===== config.mk =====
export PLATFORM = sky130hd
export DESIGN_NAME = pistormx_txn_queue
export DESIGN_NICKNAME = d
export VERILOG_FILES = /design/src/rtl/pistormx_pkg.sv /design/src/rtl/pistormx_sync_fifo.sv /design/src/rtl/pistormx_txn_queue.sv
export SDC_FILE = /design/constraint.sdc
export NUM_CORES = 1
export LEC_CHECK = 0
export ABC_AREA = 1
export CELL_PAD_IN_SITES_DETAIL_PLACEMENT = 1
export CELL_PAD_IN_SITES_GLOBAL_PLACEMENT = 1
export CORE_AREA = 2 2 169 171
export CTS_BUF_LIST = sky130_fd_sc_hd__clkbuf_2
export CTS_CLUSTER_SIZE = 30
export DETAILED_ROUTE_END_ITERATION = 6
export DIE_AREA = 0 0 171 173
export PLACE_DENSITY_LB_ADDON = 0.2
export SLEW_MARGIN = 10
export SYNTH_ARGS = -nofsm -noshare
export SYNTH_HDL_FRONTEND = slang
export SYNTH_SLANG_ARGS = --single-unit

===== constraint.sdc =====
create_clock -name M68K_CLK -period 4.98 [get_ports M68K_CLK]
set_clock_uncertainty 0.05 [all_clocks]
set_input_delay 0.996 -clock M68K_CLK [delete_from_list [all_inputs] [get_ports M68K_CLK]]
set_output_delay 0.996 -clock M68K_CLK [all_outputs]
set_load 0.02 [all_outputs]

===== src/rtl/pistormx_pkg.sv =====
// Shared definitions for the PiStorm-X 68K transaction front end:
// register map, STATUS bit layout and the queued command format.
package pistormx_pkg;

    localparam logic [1:0] REG_DATA    = 2'd0;
    localparam logic [1:0] REG_ADDR_LO = 2'd1;
    localparam logic [1:0] REG_ADDR_HI = 2'd2;
    localparam logic [1:0] REG_STATUS  = 2'd3;

    localparam int unsigned STAT_FULL     = 0;
    localparam int unsigned STAT_PENDING  = 1;
    localparam int unsigned STAT_OVERFLOW = 2;
    localparam int unsigned STAT_IPL_LSB  = 13;

    typedef struct packed {
        logic [22:0] addr;  // address bits [23:1]
        logic        a0;
        logic        sz;
        logic        rw;
        logic [15:0] data;
    } pistormx_cmd_t;

endpackage


===== src/rtl/pistormx_sync_fifo.sv =====
// Single-clock FIFO with wrapping pointers and occupancy count.
// A push into a full FIFO is accepted when a pop happens in the same cycle.
module pistormx_sync_fifo #(
    parameter int unsigned DEPTH = 4,
    parameter int unsigned WIDTH = 42
) (
    input  logic                         clk,
    input  logic                         reset,
    input  logic                         push,
    input  logic                         pop,
    input  logic [WIDTH-1:0]             wdata,
    output logic [WIDTH-1:0]             rdata,
    output logic                         full,
    output logic                         empty,
    output logic [$clog2(DEPTH+1)-1:0]   count
);
    localparam int unsigned AW = $clog2(DEPTH);
    localparam int unsigned CW = $clog2(DEPTH + 1);

    logic [WIDTH-1:0] mem [DEPTH];
    logic [AW-1:0]    wr_ptr;
    logic [AW-1:0]    rd_ptr;
    logic [CW-1:0]    count_q;
    logic             wr_en;
    logic             rd_en;

    assign full  = (count_q == CW'(DEPTH));
    assign empty = (count_q == '0);
    assign count = count_q;
    assign rdata = mem[rd_ptr];
    assign rd_en = pop & ~empty;
    assign wr_en = push & (~full | rd_en);

    always_ff @(posedge clk) begin
        if (reset) begin
            for (int i = 0; i < DEPTH; i++) mem[i] <= '0;
            wr_ptr  <= '0;
            rd_ptr  <= '0;
            count_q <= '0;
        end else begin
            if (wr_en) begin
                mem[wr_ptr] <= wdata;
                wr_ptr      <= wr_ptr + AW'(1);
            end
            if (rd_en) rd_ptr <= rd_ptr + AW'(1);
            count_q <= count_q + CW'(wr_en) - CW'(rd_en);
        end
    end

endmodule


===== src/rtl/pistormx_txn_queue.sv =====
// Pi-side front end for the 68K bus engine: synchronises Pi register writes,
// assembles them into bus commands, queues them and returns read data/status.
module pistormx_txn_queue
    import pistormx_pkg::*;
#(
    parameter int unsigned DEPTH       = 4,
    parameter int unsigned SYNC_STAGES = 2
) (
    input  logic        M68K_CLK,
    input  logic        RESET,
    input  logic [1:0]  PI_A,
    input  logic        PI_RD,
    input  logic        PI_WR,
    input  logic [15:0] PI_D_IN,
    output logic [15:0] PI_D_OUT,
    output logic        PI_D_OE,
    output logic        PI_TXN_IN_PROGRESS,
    input  logic [2:0]  IPL,
    output logic        CMD_VALID,
    input  logic        CMD_READY,
    output logic [22:0] CMD_ADDR,
    output logic        CMD_A0,
    output logic        CMD_SZ,
    output logic        CMD_RW,
    output logic [15:0] CMD_DATA,
    input  logic        RSP_VALID,
    input  logic [15:0] RSP_DATA,
    output logic        ST_RESET_OUT
);
    localparam int unsigned CW = $clog2(DEPTH + 1);
    localparam int unsigned SW = 19;

    // WR, A and D share one chain so they stay aligned.
    logic [SW-1:0] sync_q [SYNC_STAGES];
    logic          wr_prev_q;
    logic          s_wr;
    logic [1:0]    s_a;
    logic [15:0]   s_d;
    logic          wr_event;

    logic [15:0]   data_stage_q, data_stage_d;
    logic [14:0]   addr_lo_q, addr_lo_d;
    logic          a0_q, a0_d;
    logic          pending_q, pending_d;
    logic          overflow_q, overflow_d;
    logic [15:0]   rd_data_q, rd_data_d;
    logic          st_reset_q, st_reset_d;
    logic          busy_q, busy_d;

    pistormx_cmd_t new_cmd;
    pistormx_cmd_t head;
    logic          push_req, push_ok, pop;
    logic          full, empty;
    logic [CW-1:0] count, count_next;
    logic [15:0]   status_word;

    assign s_wr     = sync_q[SYNC_STAGES-1][18];
    assign s_a      = sync_q[SYNC_STAGES-1][17:16];
    assign s_d      = sync_q[SYNC_STAGES-1][15:0];
    assign wr_event = s_wr & ~wr_prev_q;

    assign new_cmd  = '{addr: {s_d[7:0], addr_lo_q}, a0: a0_q, sz: s_d[8], rw: s_d[9],
                        data: data_stage_q};
    assign pop      = ~empty & CMD_READY;
    assign push_req = wr_event & (s_a == REG_ADDR_HI);
    // A second outstanding read is refused just like a push into a full FIFO.
    assign push_ok  = push_req & ~(new_cmd.rw & pending_q) & (~full | pop);
    assign count_next = count + CW'(push_ok) - CW'(pop);

    always_ff @(posedge M68K_CLK) begin
        if (RESET) begin
            for (int i = 0; i < SYNC_STAGES; i++) sync_q[i] <= '0;
            wr_prev_q <= 1'b0;
        end else begin
            sync_q[0] <= {PI_WR, PI_A, PI_D_IN};
            for (int i = 1; i < SYNC_STAGES; i++) sync_q[i] <= sync_q[i-1];
            wr_prev_q <= s_wr;
        end
    end

    always_comb begin
        data_stage_d = data_stage_q;
        addr_lo_d    = addr_lo_q;
        a0_d         = a0_q;
        pending_d    = pending_q;
        overflow_d   = overflow_q;
        rd_data_d    = rd_data_q;
        st_reset_d   = st_reset_q;
        if (RSP_VALID) begin
            pending_d = 1'b0;
            rd_data_d = RSP_DATA;
        end
        if (wr_event) begin
            case (s_a)
                REG_DATA:    data_stage_d = s_d;
                REG_ADDR_LO: begin
                    addr_lo_d = s_d[15:1];
                    a0_d      = s_d[0];
                end
                REG_ADDR_HI: begin
                    if (!push_ok) overflow_d = 1'b1;
                    else if (new_cmd.rw) pending_d = 1'b1;
                end
                default: begin
                    st_reset_d = ~s_d[1];
                    if (s_d[2]) overflow_d = 1'b0;
                end
            endcase
        end
        busy_d = (count_next == CW'(DEPTH)) | pending_d | wr_event;
    end

    always_ff @(posedge M68K_CLK) begin
        if (RESET) begin
            data_stage_q <= '0;
            addr_lo_q    <= '0;
            a0_q         <= 1'b0;
            pending_q    <= 1'b0;
            overflow_q   <= 1'b0;
            rd_data_q    <= '0;
            st_reset_q   <= 1'b0;
            busy_q       <= 1'b0;
        end else begin
            data_stage_q <= data_stage_d;
            addr_lo_q    <= addr_lo_d;
            a0_q         <= a0_d;
            pending_q    <= pending_d;
            overflow_q   <= overflow_d;
            rd_data_q    <= rd_data_d;
            st_reset_q   <= st_reset_d;
            busy_q       <= busy_d;
        end
    end

    pistormx_sync_fifo #(
        .DEPTH (DEPTH),
        .WIDTH ($bits(pistormx_cmd_t))
    ) u_fifo (
        .clk   (M68K_CLK),
        .reset (RESET),
        .push  (push_ok),
        .pop   (pop),
        .wdata (new_cmd),
        .rdata (head),
        .full  (full),
        .empty (empty),
        .count (count)
    );

    // Pi read path is deliberately unsynchronised: the Pi holds A/RD stable.
    always_comb begin
        status_word                         = '0;
        status_word[STAT_IPL_LSB +: 3]      = IPL;
        status_word[STAT_OVERFLOW]          = overflow_q;
        status_word[STAT_PENDING]           = pending_q;
        status_word[STAT_FULL]              = full;
        PI_D_OE  = PI_RD & ((PI_A == REG_DATA) | (PI_A == REG_STATUS));
        PI_D_OUT = '0;
        if (PI_A == REG_DATA) PI_D_OUT = rd_data_q;
        else if (PI_A == REG_STATUS) PI_D_OUT = status_word;
    end

    assign PI_TXN_IN_PROGRESS = busy_q;
    assign ST_RESET_OUT       = st_reset_q;
    assign CMD_VALID          = ~empty;
    assign CMD_ADDR           = head.addr;
    assign CMD_A0             = head.a0;
    assign CMD_SZ             = head.sz;
    assign CMD_RW             = head.rw;
    assign CMD_DATA           = head.data;

endmodule


==> flow_metrics.env, run 1 <==
export IMPL_status="complete, no violations"
export IMPL_ys_ff_latch=268
export IMPL_cts_buffers=71
export IMPL_mostFrequentLayoutCell="nor2_1"
export IMPL_start_kind="register"
export IMPL_antenna_found_initial=1
export IMPL_post_route_util_pct=48.8
export IMPL_drive_gt1_share_pct=20.2
export IMPL_drv_cap=0
export IMPL_port_buffers=104
export IMPL_relSlewSlack_pct=27.9
export IMPL_ant_nets=0
export IMPL_hold_path_class="reg -> reg"
export IMPL_tns_ps=0
export IMPL_die_w_um=171
export IMPL_cts_sink_count=268
export IMPL_tritoncts="yes"
export IMPL_final_nets=1298
export IMPL_via_per_inst=4.92
export IMPL_clock_path_buffers=3
export IMPL_drc=0
export IMPL_clkLatencyLatePin_ps=790
export IMPL_cp_end_kind="output port"
export IMPL_avgSynthCellArea_um2=10.2
export IMPL_htree_levels=3
export IMPL_drv_slew=0
export IMPL_hold_buffers=0
export IMPL_crit_type="reg -> out"
export IMPL_syn_area_um2=11500
export IMPL_worst_ep_arrival_time_ps=3180
export IMPL_ys_warn_count=0
export IMPL_clockPowerShare_pct=29.5
export IMPL_fp_dieH_um=173
export IMPL_overflow=0
export IMPL_worstPathCellList="inv_2, buf_4, o21ai_0, o22ai_1, clkdlybuf4s50_1"
export IMPL_rsz0062_at_grt="false"
export IMPL_die_area_um2=29600
export IMPL_synthArstFlopShare_pct=0
export IMPL_dp_slack_ps=949
export IMPL_synth_cell_types=29
export IMPL_tightest_slew_ps=1080
export IMPL_grt_pass1_vias=8730
export IMPL_cellPowerDensity_nw_per_um2=393
export IMPL_required_ps=3930
export IMPL_min_period_over_period_pct=84.8
export IMPL_cp_max_fo=46
export IMPL_placeableCoreArea_um2=27600
export IMPL_power_total_mw=5.30
export IMPL_fp_row_count=61
export IMPL_vias=8288
export IMPL_dr_pass1_iters=4
export IMPL_setup_violations=0
export IMPL_grt_util_all_layers_pct=20.1
export IMPL_grt_pass1_wl_um=46400
export IMPL_grt_max_degree=85
export IMPL_finalWorstSetupSlack_ps=756
export IMPL_dp_hpwl_um=17300
export IMPL_layout_min_cycle_time_ps=4220
export IMPL_critPathMaxStageDelay_ps=660
export IMPL_cts_clk_slew_worst_paths_ps=90
export IMPL_cp_slowest_cell="clkdlybuf4s50_1"
export IMPL_wl_per_cell_um=17.3
export IMPL_final_cell_mix="229 x nor2_1, 168 x edfxtp_1, 139 x inv_1, 137 x o21ai_0, 121 x clkbuf_2"
export IMPL_ios=105
export IMPL_post_cts_resize_count=0
export IMPL_drt_total_wl_um=29100
export IMPL_p_leak_nw=5.67
export IMPL_peakVddDrop_mv=0.147
export IMPL_area_growth_pct=17.5
export IMPL_synth_nets=1172
export IMPL_power_frac_seq_pct=47.3
export IMPL_synth_edf_count=168
export IMPL_start_util_pct=41.5
export IMPL_combPwrFrac_pct=23.1
export IMPL_synthFlopType="edfxtp_1"
export IMPL_root_buffer="clkbuf_2"
export IMPL_syn_inst=1122
export IMPL_hold_viol=0
export IMPL_post_cts_buffers=0
export IMPL_hold_worst_slack_ps=326
export IMPL_p_int_mw=3.60
export IMPL_swShare_pct=32.1
export IMPL_clock_fmax_ghz=0.237
export IMPL_place_congestion=0.752
export IMPL_power_switching_mw=1.70
export IMPL_drtIter0Drc=442
export IMPL_yosysSeqAreaShare_pct=61.4
==> synth_stat cells, drive strengths merged, types with 5 or more instances <==
master    n  area [um2]
edfxtp  168        5040
nor2    247         998
buf      25         211
nand3    16         103
clkbuf   46         173
nor3     67         586
dfxtp   100        2000
a21oi    37         185
o21ai   141         706
inv     148         556
o22ai    42         263
ha        5        62.6
nand2    75         514
==> power by group through the flow <==
stage	sequential [mW]	clock, mW	combinational (mW)
3_3_place_gp	2.56	0	1.22
3_5_place_dp	2.56	0	1.25
2_1_floorplan	2.55	0	0.708
5_1_grt	2.52	1.73	1.35
4_1_cts	2.51	1.62	1.25
6_report	2.51	1.57	1.23
==> metal layers <==
layer	wire [um]	share of wire (%)	track usage (%)
met5	0	0	0
met2	14100	48	33.4
met4	483	1.7	6.67
met1	13200	45	26.5
met3	1310	4.5	3.82
==> through the flow <==
step | instance area (um2) | instances
final | 13500 | 1686
after global routing | 13500 | 1686
after global placement | 12800 | 1553
after detailed placement | 12800 | 1553
after CTS | 13500 | 1681
after floorplan | 11500 | 1122
==> flip-flops by register name, summed over array words and instances, names as in the netlist, 2 cells and up, named ones only <==
name / count
addr_lo_q: 15
u_fifo.mem: 168
u_fifo.count: 3
data_stage_q: 16
sync_q: 38
u_fifo.rd_ptr: 2
rd_data_q: 16
u_fifo.wr_ptr: 2
==> worst paths after layout <==
| kind | start | end | slack (ps) | depth (start not counted) |
|---|---|---|---|---|
| worst max-delay path | register | CMD_DATA[15] | 760 | 5 |
| worst max register to register | sync_q[0][28]$_SDFF_PP0_ | u_fifo.mem[0][15]$_SDFFCE_PN0P_ | 2360 | 6 |
| worst min register to register | sync_q[0][13]$_SDFF_PP0_ | sync_q[0][32]$_SDFF_PP0_ | 330 | 2 |
| worst min-delay path | sync_q[0][13]$_SDFF_PP0_ | sync_q[0][32]$_SDFF_PP0_ | 330 | 2 |
==> critical path, delay by kind of cell (launching register included) <==
kind                   cells  cell delay, ps
buffers and inverters      3            1690
AOI/OAI and AO/OA          2             370
DFF                        1             340
==> cells by family (layout without fill, tap and decap cells) <==
group	Yosys count	after routing	synth area share [%]
compound gates	220	220	10.1
fa+ha+maj	7	7	0.894
buf+inv	221	402	8.26
flops	268	268	61.4
other cells	0	5	0
simple gates	406	406	19.4
==> cell type report <==
cell class | count | area (um2)
Clock inverter | 7 | 52.6
Multi-Input combinational cell | 633 | 3520
Sequential cell | 268 | 7050
Timing Repair Buffer | 124 | 1200
Antenna cell | 5 | 12.5
Tap cell | 378 | 473
Fill cell | 3200 | 14200
Clock buffer | 121 | 606
Inverter | 150 | 563
Note: power is estimated with default switching activity, not from simulation.
==> run 2, diff against run 1 <==
--- a/config.mk
+++ b/config.mk
@@ -8,11 +8,11 @@
 export ABC_AREA = 1
 export CELL_PAD_IN_SITES_DETAIL_PLACEMENT = 1
 export CELL_PAD_IN_SITES_GLOBAL_PLACEMENT = 1
-export CORE_AREA = 2 2 169 171
+export CORE_AREA = 2 2 160 162
 export CTS_BUF_LIST = sky130_fd_sc_hd__clkbuf_2
 export CTS_CLUSTER_SIZE = 30
 export DETAILED_ROUTE_END_ITERATION = 6
-export DIE_AREA = 0 0 171 173
+export DIE_AREA = 0 0 162 164
 export PLACE_DENSITY_LB_ADDON = 0.2
 export SLEW_MARGIN = 10
 export SYNTH_ARGS = -nofsm -noshare
==> constraint.sdc (replaced) <==
create_clock -name M68K_CLK -period 4 [get_ports M68K_CLK]
set_clock_uncertainty 0.05 [all_clocks]
set_input_delay 0.8 -clock M68K_CLK [delete_from_list [all_inputs] [get_ports M68K_CLK]]
set_output_delay 0.8 -clock M68K_CLK [all_outputs]
set_load 0.02 [all_outputs]
==> run 2 against run 1 <==
Effect of this change:
- first-iteration DRC count up 35%
- clock power grew 20%
- worst setup slack got worse by 570 ps
- power is 24% higher
- routed wire length grew 1.5%
- combinational power grew 24%
- clock-buffer cell count down 12
- sequential power increased by 25%
- die area down 10%
- global-route usage is 2.9 points higher
- non-clock buffer count increased by 7
- critical path depth unchanged
- critical endpoint is now CMD_DATA[14]
- largest power group unchanged
==> flow_metrics.env, run 2 (synthesis results as in run 1) <==
export IMPL_reg2reg_slack_ps=1090
export IMPL_clock_fmax_ghz=0.262
export IMPL_dr_pass1_iters=6
export IMPL_final_area_um2=13500
export IMPL_largestRegisters="u_fifo.mem (168), sync_q (38)"
export IMPL_ios=105
export IMPL_placeableCoreArea_um2=24800
export IMPL_drc=0
export IMPL_clock_path_buffers=3
export IMPL_peakVddDrop_mv=0.216
export IMPL_relSlewSlack_pct=25.4
export IMPL_port_buffers=104
export IMPL_final_cell_mix="229 x nor2_1, 168 x edfxtp_1, 140 x inv_1, 137 x o21ai_0, 109 x clkbuf_2"
export IMPL_drv_slew=0
export IMPL_ant_nets=0
export IMPL_grt_pass1_vias=9165
export IMPL_drv_cap=0
export IMPL_mostFrequentLayoutCell="nor2_1"
export IMPL_cellPowerDensity_nw_per_um2=487
export IMPL_tritoncts="yes"
export IMPL_dp_slack_ps=610
export IMPL_p_leak_nw=5.68
export IMPL_r2r_start="u_fifo.wr_ptr[0]$_SDFFE_PP0P_"
export IMPL_hp_start="sync_q[0][13]$_SDFF_PP0_"
export IMPL_status="complete, no violations"
export IMPL_grt_pass1_wl_um=47700
export IMPL_wl_per_cell_um=18.1
export IMPL_min_period_over_period_pct=95.3
export IMPL_hold_buffers=0
export IMPL_crit_type="reg -> out"
export IMPL_cp_max_fo=68
export IMPL_post_cts_buffers=0
export IMPL_vias=8376
export IMPL_rsz0062_at_grt="true"
export IMPL_power_total_mw=6.55
export IMPL_antenna_found_initial=1
export IMPL_postPlaceCellArea_um2=12800
export IMPL_fp_dieH_um=164
export IMPL_layout_min_cycle_time_ps=3810
export IMPL_overflow=0
export IMPL_final_nets=1303
export IMPL_place_inst=1512
export IMPL_start_kind="register"
export IMPL_start_util_pct=46.2
export IMPL_required_ps=3150
export IMPL_dp_hpwl_um=18200
export IMPL_cts_buffers=69
export IMPL_worst_ep_arrival_time_ps=2960
export IMPL_place_congestion=0.749
export IMPL_via_per_inst=5.12
export IMPL_die_w_um=162
export IMPL_die_area_um2=26600
export IMPL_fp_row_count=58
export IMPL_area_growth_pct=17.3
export IMPL_drtIter0Drc=597
export IMPL_clkLatencyLatePin_ps=840
export IMPL_finalWorstSetupSlack_ps=190
export IMPL_fin_cells=1637
export IMPL_regMostFlops="u_fifo.mem"
export IMPL_htree_levels=3
export IMPL_cts_clk_slew_worst_paths_ps=110
export IMPL_largest_reg_flops=168
export IMPL_cp_end_kind="output port"
export IMPL_hold_viol=0
export IMPL_root_buffer="clkbuf_2"
export IMPL_cts_sink_count=268
export IMPL_drive_gt1_share_pct=19.9
export IMPL_drt_total_wl_um=29600
export IMPL_tightest_slew_ps=1120
export IMPL_hold_path_class="reg -> reg"
export IMPL_hold_worst_slack_ps=301
export IMPL_grt_max_degree=69
export IMPL_grt_util_all_layers_pct=23.1
export IMPL_setup_violations=0
==> run 2: repair_timing <==
action | in CTS | in global routing
setup endpoints to repair | 2 | 1
endpoints found under the hold margin | 0 | 0
resized for setup | 1 | 0
==> run 2: path summary, 6_finish.rpt <==
path | end | cells past startpoint
setup / recovery | CMD_DATA[14] | 5
hold / removal | sync_q[0][32]$_SDFF_PP0_ | 2
setup reg to reg | u_fifo.mem[1][24]$_SDFFCE_PN0P_ | 6
hold reg to reg | sync_q[0][32]$_SDFF_PP0_ | 2
==> run 2: worst max-delay path, stage by stage (launching register included) <==
cell	delay (ps)
dfxtp_2	440
inv_2	300
buf_12	340
o21ai_0	130
o22ai_1	280
clkdlybuf4s50_1	680
==> run 2: per-stage QoR <==
stage	setup TNS, ps	utilization, %
floorplan	-55360	-
global placement	0	51.7
detailed placement	0	51.7
CTS	0	54.2
global route	-0.582	54.2
finish	0	54.2
==> run 2: layout make-up <==
type | instances | area (um2)
diodes | 1 | 2.50
clock buffers | 109 | 546
clock inverters | 15 | 82.6
fillers | 2881 | 11400
inverters | 150 | 563
multi-input cells | 633 | 3520
flip-flops and latches | 268 | 7050
well taps | 330 | 413
repair buffers | 131 | 1280
==> run 2: metal layers <==
metal	part of all wire [%]	wire length, um	GRT usage (%)	vias up
met3	4.9	1460	4.44	61
met2	49	14400	39.6	210
met4	3.0	876	9.73	0
met5	0	0	0	-
li1	-	-	-	4010
met1	43	12800	28.6	4095
==> run 2: report_power, final <==
group	switching (mW)	internal (mW)
clock network	1.11	0.777
logic	0.913	0.602
registers	0.0957	3.05
==> run 3, diff against run 2 <==
--- a/config.mk
+++ b/config.mk
@@ -8,11 +8,11 @@
 export ABC_AREA = 1
 export CELL_PAD_IN_SITES_DETAIL_PLACEMENT = 1
 export CELL_PAD_IN_SITES_GLOBAL_PLACEMENT = 1
-export CORE_AREA = 2 2 160 162
+export CORE_AREA = 3 3 161 163
 export CTS_BUF_LIST = sky130_fd_sc_hd__clkbuf_2
 export CTS_CLUSTER_SIZE = 30
 export DETAILED_ROUTE_END_ITERATION = 6
-export DIE_AREA = 0 0 162 164
+export DIE_AREA = 0 0 164 166
 export PLACE_DENSITY_LB_ADDON = 0.2
 export SLEW_MARGIN = 10
 export SYNTH_ARGS = -nofsm -noshare
==> run 3 against run 2 <==
Effect of this change:
- first-iteration DRC count down 15%
- highest routed layer unchanged
- power rose by 0.74%
- hold slack worse by 2.4 ps
- worst setup slack improved by 100 ps
- clock power about the same
- sequential share of layout area down 0.068 points
- global-route usage down 0.74 points
- critical path depth is the same
- sequential power about the same
- combinational power barely moved
- non-clock buffer count decreased by 4
- largest cell class unchanged
==> flow_metrics.env, run 3 (synthesis results as in run 1) <==
export IMPL_status="complete, no violations"
export IMPL_tightest_slew_ps=1120
export IMPL_hold_path_class="reg -> reg"
export IMPL_hold_path_depth=2
export IMPL_place_inst=1502
export IMPL_vias=8386
export IMPL_post_cts_buffers=0
export IMPL_setup_violations=0
export IMPL_drv_slew=0
export IMPL_cts_clk_slew_worst_paths_ps=110
export IMPL_crit_type="reg -> out"
export IMPL_drive_gt1_share_pct=20.0
export IMPL_port_buffers=104
export IMPL_grt_util_all_layers_pct=22.3
export IMPL_final_nets=1300
export IMPL_dr_pass1_iters=5
export IMPL_regArea_um2=7050
export IMPL_grt_pass1_vias=9162
export IMPL_p_leak_nw=5.69
export IMPL_start_kind="register"
export IMPL_peakVddDrop_mv=0.255
export IMPL_place_congestion=0.768
export IMPL_grt_pass1_wl_um=47800
export IMPL_antenna_found_initial=1
export IMPL_clkLatencyLatePin_ps=800
export IMPL_wl_per_cell_um=18.3
export IMPL_die_w_um=164
export IMPL_tns_ps=0
export IMPL_cts_sink_count=268
export IMPL_via_per_inst=5.15
export IMPL_htree_levels=3
export IMPL_drt_total_wl_um=29700
export IMPL_final_cell_mix="229 x nor2_1, 168 x edfxtp_1, 140 x inv_1, 137 x o21ai_0, 115 x clkbuf_2"
export IMPL_drc=0
export IMPL_tritoncts="yes"
export IMPL_mostFrequentLayoutCell="nor2_1"
export IMPL_regMostFlops="u_fifo.mem"
export IMPL_min_period_over_period_pct=92.6
export IMPL_area_growth_pct=17.4
export IMPL_rsz0062_at_grt="false"
export IMPL_required_ps=3150
export IMPL_fillers=2743
export IMPL_placeableCoreArea_um2=24500
export IMPL_largest_reg_flops=168
export IMPL_cellPowerDensity_nw_per_um2=490
export IMPL_root_buffer="clkbuf_2"
export IMPL_grt_max_degree=85
export IMPL_clock_path_buffers=3
export IMPL_start_util_pct=46.9
export IMPL_layout_min_cycle_time_ps=3710
export IMPL_relSlewSlack_pct=25.3
export IMPL_clock_fmax_ghz=0.270
export IMPL_ios=105
export IMPL_largestRegisters="u_fifo.mem (168), sync_q (38)"
export IMPL_multi_input_area_um2=3520
export IMPL_fp_dieH_um=166
export IMPL_hold_viol=0
export IMPL_r2r_cells=5
export IMPL_overflow=0
export IMPL_ant_nets=0
export IMPL_fp_row_count=57
export IMPL_cp_max_fo=44
export IMPL_fin_cells=1628
export IMPL_die_area_um2=27200
export IMPL_cts_buffers=70
export IMPL_cp_end_kind="output port"
export IMPL_worst_ep_arrival_time_ps=2860
export IMPL_dp_hpwl_um=18400
export IMPL_drtIter0Drc=508
export IMPL_drv_cap=0
## run 3: cell count changes in the layout (fill, tap and decap cells not counted), sizes merged
cell	change
buf	-4
clkbuf	+6
clkinv	-4
inv	-1
## run 3: power by group
group          switching, mW  total [mW]  internal (mW)
combinational          0.945        1.55          0.607
clock                   1.11        1.92          0.808
sequential            0.0746        3.13           3.05
## run 3: through the flow
| step | worst slack [ps] | utilization [%] | cell area, um2 | hold slack [ps] | total power [mW] |
|---|---|---|---|---|---|
| after floorplan | -659 | - | 11500 | 338 | 4.06 |
| after global placement | 424 | 52.4 | 12800 | 341 | 4.72 |
| after detailed placement | 364 | 52.4 | 12800 | 345 | 4.76 |
| after CTS | 41.0 | 55.0 | 13500 | 299 | 6.68 |
| after global routing | 103 | 55.1 | 13500 | 331 | 6.98 |
| final | 294 | 55.1 | 13500 | 299 | 6.60 |
## run 3: per-layer routing
metal	part of all wire [%]	GRT usage, %	routed length (um)	up-vias
met5	0	0	0	-
met4	1.7	6.99	518	0
met3	5.8	4.86	1720	41
met2	50	38.3	14900	220
met1	42	28.2	12600	4113
li1	-	-	-	4012
## run 3: final cells by class
type / instances / share of cell area, %
Sequential cell: 268 / 52.3
Multi-Input combinational cell: 633 / 26.1
Timing Repair Buffer: 127 / 9.56
Clock buffer: 115 / 4.27
Inverter: 150 / 4.18
Tap cell: 324 / 3.01
Clock inverter: 10 / 0.483
Antenna cell: 1 / 0.0186
## run 3: path summary, 6_finish.rpt
| kind | startpoint | to | slack (ps) |
|---|---|---|---|
| hold / removal | sync_q[0][11]$_SDFF_PP0_ | sync_q[0][30]$_SDFF_PP0_ | 300 |
| setup / recovery | register | CMD_ADDR[16] | 290 |
| setup reg to reg | u_fifo.wr_ptr[0]$_SDFFE_PP0P_ | u_fifo.mem[1][24]$_SDFFCE_PN0P_ | 1420 |
| hold reg to reg | sync_q[0][11]$_SDFF_PP0_ | sync_q[0][30]$_SDFF_PP0_ | 300 |
## run 3: critical path, cell delays in order (launching register included)
cell and delay, ps:
dfxtp_2 340, inv_2 430, buf_12 290, o21ai_0 110
o22ai_1 260, clkdlybuf4s50_1 670
## run 3: repair_timing
item / 4_1_cts / 5_1_grt
setup endpoints to repair: 0 / 15
hold buffers: 0 / 0
resized for setup: 0 / 1
